==> config.mk <==
export PLATFORM = sky130hd
export DESIGN_NAME = instr_fetch_unit_flat
export DESIGN_NICKNAME = d
export VERILOG_FILES = /design/src/rtl/instr_fetch_unit_pkg.sv /design/src/rtl/instr_fetch_unit_if.sv /design/src/rtl/instr_fetch_unit_out_reg.sv /design/src/rtl/instr_fetch_unit.sv /design/src/flat_wrapper.sv
export SDC_FILE = /design/constraint.sdc
export NUM_CORES = 1
export LEC_CHECK = 0
export BUFFER_PORTS_ARGS = -buffer_cell sky130_fd_sc_hd__clkbuf_2
export CORE_ASPECT_RATIO = 1.75
export CORE_UTILIZATION = 38
export CTS_CLUSTER_SIZE = 8
export DETAILED_ROUTE_END_ITERATION = 6
export GPL_TIMING_DRIVEN = 0
export MAX_ROUTING_LAYER = met4
export PLACE_DENSITY = 0.71
export REMOVE_ABC_BUFFERS = 1
export SLEW_MARGIN = 30
export SYNTH_ARGS = -nofsm -noshare
export SYNTH_HDL_FRONTEND = slang
export SYNTH_SLANG_ARGS = --single-unit
==> constraint.sdc <==
create_clock -name clk -period 2.03 [get_ports clk]
set_clock_uncertainty 0.05 [all_clocks]
set_input_delay 0.3045 -clock clk [delete_from_list [all_inputs] [get_ports clk]]
set_output_delay 0.3045 -clock clk [all_outputs]
set_load 0.02 [all_outputs]
==> src/rtl/instr_fetch_unit_pkg.sv <==
// riscv_fetch_pkg: shared widths, halt word and fetch types for the instruction fetch slice.
package riscv_fetch_pkg;
   localparam int INSTR_WIDTH = 32;
   localparam int XLEN = 32;
   localparam logic [INSTR_WIDTH-1:0] HALT_WORD = 32'hFFFF_FFFF;
   localparam logic [XLEN-1:0] RESET_PC_DEFAULT = 32'h0000_0000;
   typedef enum logic [1:0] {FS_IDLE, FS_RUN, FS_HALTED} fetch_state_e;
   typedef struct packed {
      logic [XLEN-1:0]        pc;
      logic [INSTR_WIDTH-1:0] instr;
   } fetch_pkt_t;
endpackage

==> src/rtl/instr_fetch_unit_if.sv <==
// instr_fetch_if: bundle between fetch unit, instruction ROM, branch redirect and decode handshake.
interface instr_fetch_if import riscv_fetch_pkg::*; #(parameter int ADDR_WIDTH = 10);
   logic                   fetch_en;
   logic [ADDR_WIDTH-1:0]  imem_addr;
   logic [INSTR_WIDTH-1:0] imem_instr;
   logic                   redirect_valid;
   logic [XLEN-1:0]        redirect_pc;
   logic                   out_valid;
   logic                   out_ready;
   logic [INSTR_WIDTH-1:0] out_instr;
   logic [XLEN-1:0]        out_pc;
   logic                   halted;
   modport master (
      input  fetch_en, imem_instr, redirect_valid, redirect_pc, out_ready,
      output imem_addr, out_valid, out_instr, out_pc, halted
   );
   modport slave (
      output fetch_en, imem_instr, redirect_valid, redirect_pc, out_ready,
      input  imem_addr, out_valid, out_instr, out_pc, halted
   );
endinterface

==> src/rtl/instr_fetch_unit_out_reg.sv <==
// fetch_out_reg: one-entry valid/ready holding register for fetched packets; flush wins over everything.
module fetch_out_reg import riscv_fetch_pkg::*; (
   input  logic       clk,
   input  logic       rst_n,
   input  logic       load,
   input  logic       flush,
   input  logic       ready,
   input  fetch_pkt_t pkt_in,
   output logic       valid,
   output fetch_pkt_t pkt_out
);
   always_ff @(posedge clk or negedge rst_n)
      if (!rst_n) begin
         valid   <= 1'b0;
         pkt_out <= '0;
      end else begin
         valid <= flush ? 1'b0 : load ? 1'b1 : ready ? 1'b0 : valid;
         if (load) pkt_out <= pkt_in;
      end
endmodule

==> src/rtl/instr_fetch_unit.sv <==
// instr_fetch_unit: PC/FSM owner driving the combinational instruction ROM and feeding decode.
// Optional halt-on-HALT_WORD support is enabled by defining IFETCH_HALT_EN.
module instr_fetch_unit import riscv_fetch_pkg::*; #(
   parameter int              IMEM_DEPTH_WORDS = 1024,
   parameter logic [XLEN-1:0] RESET_PC         = RESET_PC_DEFAULT
) (
   input logic           clk,
   input logic           rst_n,
   instr_fetch_if.master bus
);
   localparam int ADDR_WIDTH = $clog2(IMEM_DEPTH_WORDS);
   fetch_state_e    state, state_nxt;
   logic [XLEN-1:0] pc, pc_nxt;
   logic            load, halt_hit;
   fetch_pkt_t      pkt_in, pkt_out;
   assign load = state == FS_RUN && bus.fetch_en && (!bus.out_valid || bus.out_ready) && !bus.redirect_valid;
`ifdef IFETCH_HALT_EN
   assign halt_hit   = load && bus.imem_instr == HALT_WORD;
   assign bus.halted = state == FS_HALTED;
   // HALTED is sticky until a redirect; fetch_en is ignored meanwhile
   always_comb state_nxt = (state == FS_HALTED && !bus.redirect_valid) || halt_hit ? FS_HALTED :
                           bus.fetch_en ? FS_RUN : FS_IDLE;
`else
   assign halt_hit   = 1'b0;
   assign bus.halted = 1'b0;
   always_comb state_nxt = bus.fetch_en ? FS_RUN : FS_IDLE;
`endif
   // misaligned redirect targets silently lose their low bits
   always_comb pc_nxt = bus.redirect_valid ? bus.redirect_pc & ~32'd3 :
                        load && !halt_hit ? pc + 32'd4 : pc;
   always_ff @(posedge clk or negedge rst_n)
      if (!rst_n) begin
         state <= FS_IDLE;
         pc    <= RESET_PC;
      end else begin
         state <= state_nxt;
         pc    <= pc_nxt;
      end
   assign bus.imem_addr = pc[ADDR_WIDTH+1:2];
   assign pkt_in        = '{pc: pc, instr: bus.imem_instr};
   fetch_out_reg u_out (
      .clk     (clk),
      .rst_n   (rst_n),
      .load    (load),
      .flush   (bus.redirect_valid),
      .ready   (bus.out_ready),
      .pkt_in  (pkt_in),
      .valid   (bus.out_valid),
      .pkt_out (pkt_out)
   );
   assign bus.out_pc    = pkt_out.pc;
   assign bus.out_instr = pkt_out.instr;
endmodule

==> src/flat_wrapper.sv <==
// flat-port wrapper written by rule: the top's interface ports become plain ports
module instr_fetch_unit_flat import riscv_fetch_pkg::*;
#(
   parameter int              IMEM_DEPTH_WORDS = 1024,
   parameter logic [XLEN-1:0] RESET_PC         = RESET_PC_DEFAULT
)
  (clk, rst_n, bus_fetch_en, bus_imem_instr, bus_redirect_valid, bus_redirect_pc, bus_out_ready, bus_imem_addr, bus_out_valid, bus_out_instr, bus_out_pc, bus_halted);
  instr_fetch_if #(.ADDR_WIDTH(10)) bus_i ();
  input logic clk;
  input logic rst_n;
  input wire logic [$bits(bus_i.fetch_en)-1:0] bus_fetch_en;
  input wire logic [$bits(bus_i.imem_instr)-1:0] bus_imem_instr;
  input wire logic [$bits(bus_i.redirect_valid)-1:0] bus_redirect_valid;
  input wire logic [$bits(bus_i.redirect_pc)-1:0] bus_redirect_pc;
  input wire logic [$bits(bus_i.out_ready)-1:0] bus_out_ready;
  output wire logic [$bits(bus_i.imem_addr)-1:0] bus_imem_addr;
  output wire logic [$bits(bus_i.out_valid)-1:0] bus_out_valid;
  output wire logic [$bits(bus_i.out_instr)-1:0] bus_out_instr;
  output wire logic [$bits(bus_i.out_pc)-1:0] bus_out_pc;
  output wire logic [$bits(bus_i.halted)-1:0] bus_halted;
  assign bus_i.fetch_en = bus_fetch_en;
  assign bus_i.imem_instr = bus_imem_instr;
  assign bus_i.redirect_valid = bus_redirect_valid;
  assign bus_i.redirect_pc = bus_redirect_pc;
  assign bus_i.out_ready = bus_out_ready;
  assign bus_imem_addr = bus_i.imem_addr;
  assign bus_out_valid = bus_i.out_valid;
  assign bus_out_instr = bus_i.out_instr;
  assign bus_out_pc = bus_i.out_pc;
  assign bus_halted = bus_i.halted;
  instr_fetch_unit #(.IMEM_DEPTH_WORDS(IMEM_DEPTH_WORDS), .RESET_PC(RESET_PC)) u_core (.clk(clk), .rst_n(rst_n), .bus(bus_i));
endmodule
# Word-level counts from Yosys, hierarchy flattened
# Index checks and enable logic that the tools add are counted.
[op_classes]
n_addsub = 1
eq_ne = 1
n_mux = 6
n_reduce_logical = 8
[op_table]
columns = ["cell", "count"]
rows = [
  ["32-bit 2-to-1 mux", 2],
  ["32-bit by 3-bit adder with 32-bit output, second input constant", 1],
  ["1-bit 2-to-1 mux", 4],
  ["1-bit logical AND", 3],
  ["3-bit nonzero test", 1],
  ["2-bit by 1-bit == test with 1-bit output, second input constant", 1],
  ["1-bit logical NOT", 2],
  ["2-bit nonzero test", 1],
  ["1-bit logical OR", 1],
]
[word_totals]
regBits = 99
inputBits = 69
output_inout_bits = 76
wordCells = 21

# Logic depth before layout (Yosys ltp)
[logic_depth]
depth_word = 6
mapped_depth = 6
ltp_nobuf = 5

# Cells and area by module
# Synthesis repeated with hierarchy kept, for this count alone.
[unflattened]
hier_cells = 381
area_unflattened_um2 = 4611.9
[by_module_without_submodules]
columns = ["module", "instances", "cells_each", "area_each_um2", "seq_area_each_um2"]
rows = [
  ["fetch_out_reg", 1, 139, 2618.8, 1626.6],
  ["instr_fetch_unit", 1, 242, 1993.2, 775.7],
]

# Worst setup path before layout
# No wires, ideal clock.
[synth_path]
kind = "register to register"
start = "register u_core.u_out.valid"
end = "register u_core.u_out.pkt_out[0] (netlist name)"
setup_time_ps = 125
arrival_time_ps = 1876
setup_slack_ps = -21
path_stages_with_launch = 5
path_buffers = 1
synth_period_minus_slack_ps = 2051
path_cell_list = "dfrtp_1 -> nor2b_1 -> nor3_1 -> buf_2 -> mux2_2"
[synth_between]
elab_chain_cells = 4
[synth_rtl]
columns = ["item", "line", "rtl"]
rows = [
  ["start: declaration", "instr_fetch_unit_out_reg.sv:9", "output logic valid,"],
  ["start signal: assignment", "instr_fetch_unit_out_reg.sv:17", "valid <= flush ? 1'b0 : load ? 1'b1 : ready ? 1'b0 : valid;"],
  ["1-bit logical NOT", "instr_fetch_unit.sv:16", "assign load = state == FS_RUN && bus.fetch_en && (!bus.out_valid || bus.out_ready) && !bus.redirect_valid;"],
  ["1-bit logical OR", "instr_fetch_unit.sv:16", ""],
  ["1-bit logical AND (2 in a row)", "instr_fetch_unit.sv:16", ""],
]
# No other way between the ends.
# A chain may end at the register's enable or synchronous reset.

# Worst setup path after layout
[layout_path]
start = "register u_core.pc[7]"
end = "register u_core.pc[21]"
[layout_between]
elab_chain_cells = 3
[layout_rtl]
columns = ["item", "line", "rtl"]
rows = [
  ["start: declaration", "instr_fetch_unit.sv:13", "logic [XLEN-1:0] pc, pc_nxt;"],
  ["start signal: assignment", "instr_fetch_unit.sv:37", "pc <= pc_nxt;"],
  ["32-bit by 3-bit adder with 32-bit output", "instr_fetch_unit.sv:30", "load && !halt_hit ? pc + 32'd4 : pc;"],
  ["32-bit 2-to-1 mux", "instr_fetch_unit.sv:30", ""],
  ["32-bit 2-to-1 mux", "instr_fetch_unit.sv:29", "always_comb pc_nxt = bus.redirect_valid ? bus.redirect_pc & ~32'd3 :"],
]
# No other way between the ends. The select of a mux whose other input is x is not followed.

==> metrics.md <==
| Metric | Value |
|---|---|
| WL final | 10600 um |
| Num CTS Buffers | 9 |
| Post-synth ARST share | 100% |
| Final GP Congestion | 0.842 |
| Setup WS pre-CTS | -0.540 ns |
| Fillers | 1024 |
| Routed Antenna Nets | 0 |
| Share of cells above drive strength 1 | 51.1% |
| Placed instance count | 623 |
| Cell area power density | 970 mW/mm^2 |
| Nets@finish | 593 |
| Post-synth EDFFs | 0 |
| Fin util | 51.3% |
| Top-count cell post-synth | dfrtp_1 |
| Final min period | 2.01 ns |
| Crit. End Element | register |
| First-pass GRT wire length | 15600 um |
| Max stage delay cell, worst path | or4_4 |
| Final Cycle Share | 98.9% |
| DIE WIDTH | 82.7 um |
| Crit start category | register |
| Worst-skew pair later-pin latency | 0.33 ns |
| Number of global-route vias before repair | 3309 |
| H-tree levels | 3 |
| Sequential area share after synthesis | 54.3% |
| Worst slew margin | 49.8% |
| Largest net degree at the start of global routing | 73 |
| Vias post-DR | 3525 |
| Non-Filler Instances | 660 |
| Most Used Layer, Global Route | met2 |
| DR iter-0 viols | 154 |
| Critical Path RT | 2.23 ns |
| Final setup fails | 0 |
| Area Growth Syn to Fin | 31.4% |
| Hold WC Path Type | in -> reg |
| Final worst setup slack | 0.0219 ns |
| Vias per cell | 5.34 |
| Clock Sinks | 94 |
| Synth area leaders | dfrtp_1, mux2_2, nand3_1 |
| Antenna diode count | 0 |
| Core area | 0.0111 sq mm |
| Min Hold Slack | 0.0492 ns |
| Yosys reg bits | 94 |
| Top cell type by total area after synthesis | dfrtp_1 |
| Final hold violations | 0 |
| Initial Util | 39.0% |
| Global routing met3 resource utilization | 3.51% |
| Post-Synthesis Cell Area | 0.00433 sq mm |
| Die Span Y | 143 um |
| DRC Markers | 0 |
| Pins Over Slew Limit | 0 |
| Core Rows | 51 |
| Worst slew pin tran | 0.752 ns |
| MaxCap Viol Count | 0 |
| WS Path Type | reg -> reg |
| GR Overflow Total | 0 |
| Initial DRT Pass Iterations | 4 |
| Worst-path clk slew | 0.07 ns |
| Achievable clock frequency | 498 MHz |
| Critical Path Fanout Max | 7 |
| DR WL/cell | 16.0 um |
| Die area | 0.0118 sq mm |
| Setup TNS | 0 ns |
| Cell variety after synth | 43 |
| Clock Path Buffers | 2 |
| Root Buffer | clkbuf_16 |
| Warning count from the yosys run | 0 |
| Commonest cells in the netlist | dfrtp_1, mux2_2, nand2_1, nand3_1, nor2_1 |
| PortBufs | 139 |
| DP Area | 0.00513 sq mm |
| Final instance area | 0.00569 sq mm |
| Ports | 145 |
| WP data arrival | 2.21 ns |
| RSZ-0062 raised after global routing | yes |
| Run status | completed |
| Syn_area_per_cell | 11.6 sq um |
| Crit path cell chain | nand3_4 > or4_4 > or4_1 > a31oi_1 |
| Gr usage total | 17.9% |
| Total power | 5.52 mW |
| Met2 Use GR | 30.2% |
| TritonCTS clock tree | yes |
| Area share of the largest cell type after synthesis | 54.3% |
| Top FF cell, synth | dfrtp_1 |
| Lkg Pwr | 2.55 nW |
| Initial antenna violation count | 0 |
| Met1 usage | 19.9% |
| VDD IR-drop max | 0.000506 V |
| Slowest stage delay, CP | 0.57 ns |
| Cells after Synth | 373 |
| DP HPWL | 7340 um |
final cells by class:
cell class	count	area [sq um]	share of cell area (%)
timing repair buffer	168	955	16.8
sequential	94	2370	41.6
inverter	7	26.3	0.462
clock buffer	10	239	4.20
clock inverter	6	68.8	1.21
tap	132	165	2.90
multi-input combinational	243	1870	32.9
path summary, 6_finish.rpt:
kind	from	end	slack [ns]	cells after the start
min in group asynchronous	rst_n	u_core.u_out.pkt_out[31]	0.36	2
max	u_core.pc[7]	u_core.pc[21]	0.02	4
max reg2reg	u_core.pc[7]	u_core.pc[21]	0.02	4
min	bus_fetch_en	u_core.state[0]	0.05	1
min reg2reg	u_core.u_out.pkt_out[2]	u_core.u_out.pkt_out[2]	0.46	1
max in group asynchronous	rst_n	u_core.pc[6]	0.95	3
layer usage:
| layer | up-vias | part of all wire [%] |
|---|---|---|
| met2 | 131 | 53 |
| met1 | 1708 | 39 |
| met5 | - | 0 |
| li1 | 1668 | - |
| met3 | 18 | 5.2 |
| met4 | 0 | 2.7 |
kinds of logic (layout without fill, tap and decap cells):
kind of cell    Yosys count  count (layout)  synth area share (%)
simple gates            120             121                  14.9
flops                    94              94                  54.3
mux                      63              63                  16.4
compound gates           48              48                  7.97
buf+inv                  39             191                  4.71
xor+xnor                  7               7                  1.42
fa+ha+maj                 1               1                 0.289
other cells               1               3                0.0866
power by group:
part           switching [mW]  internal, mW
combinational           0.772         0.574
clock                   0.735         0.995
sequential              0.229          2.21
critical path: cells and delay by family (launching register included):
family,cells,cell delay [ns]
compound gates,1,0.18
simple gates,3,1.24
flops,1,0.46
flip-flops by register name, summed over array words and instances, names as in the netlist:
register,cells
u_core.u_out.pkt_out,62
u_core.pc,30
u_core.state,1
u_core.u_out.valid,1
layout by cell type (no fill, tap or decap), drive strengths merged, types with 11 or more instances in the layout:
master,instances
nand2,26
clkbuf,149
nor2,15
or4,13
nand3,24
o31ai,11
buf,28
nand4,13
mux2,62
dfrtp,94
timing repair:
action	CTS	global route
setup buffers	4	15
pin swaps	6	4
resized for setup	14	14
hold buffers	1	0
setup endpoints to repair	44	32
hold endpoints to repair	22	0
cloned	0	1
No activity file was read; power rests on OpenSTA's default activity.
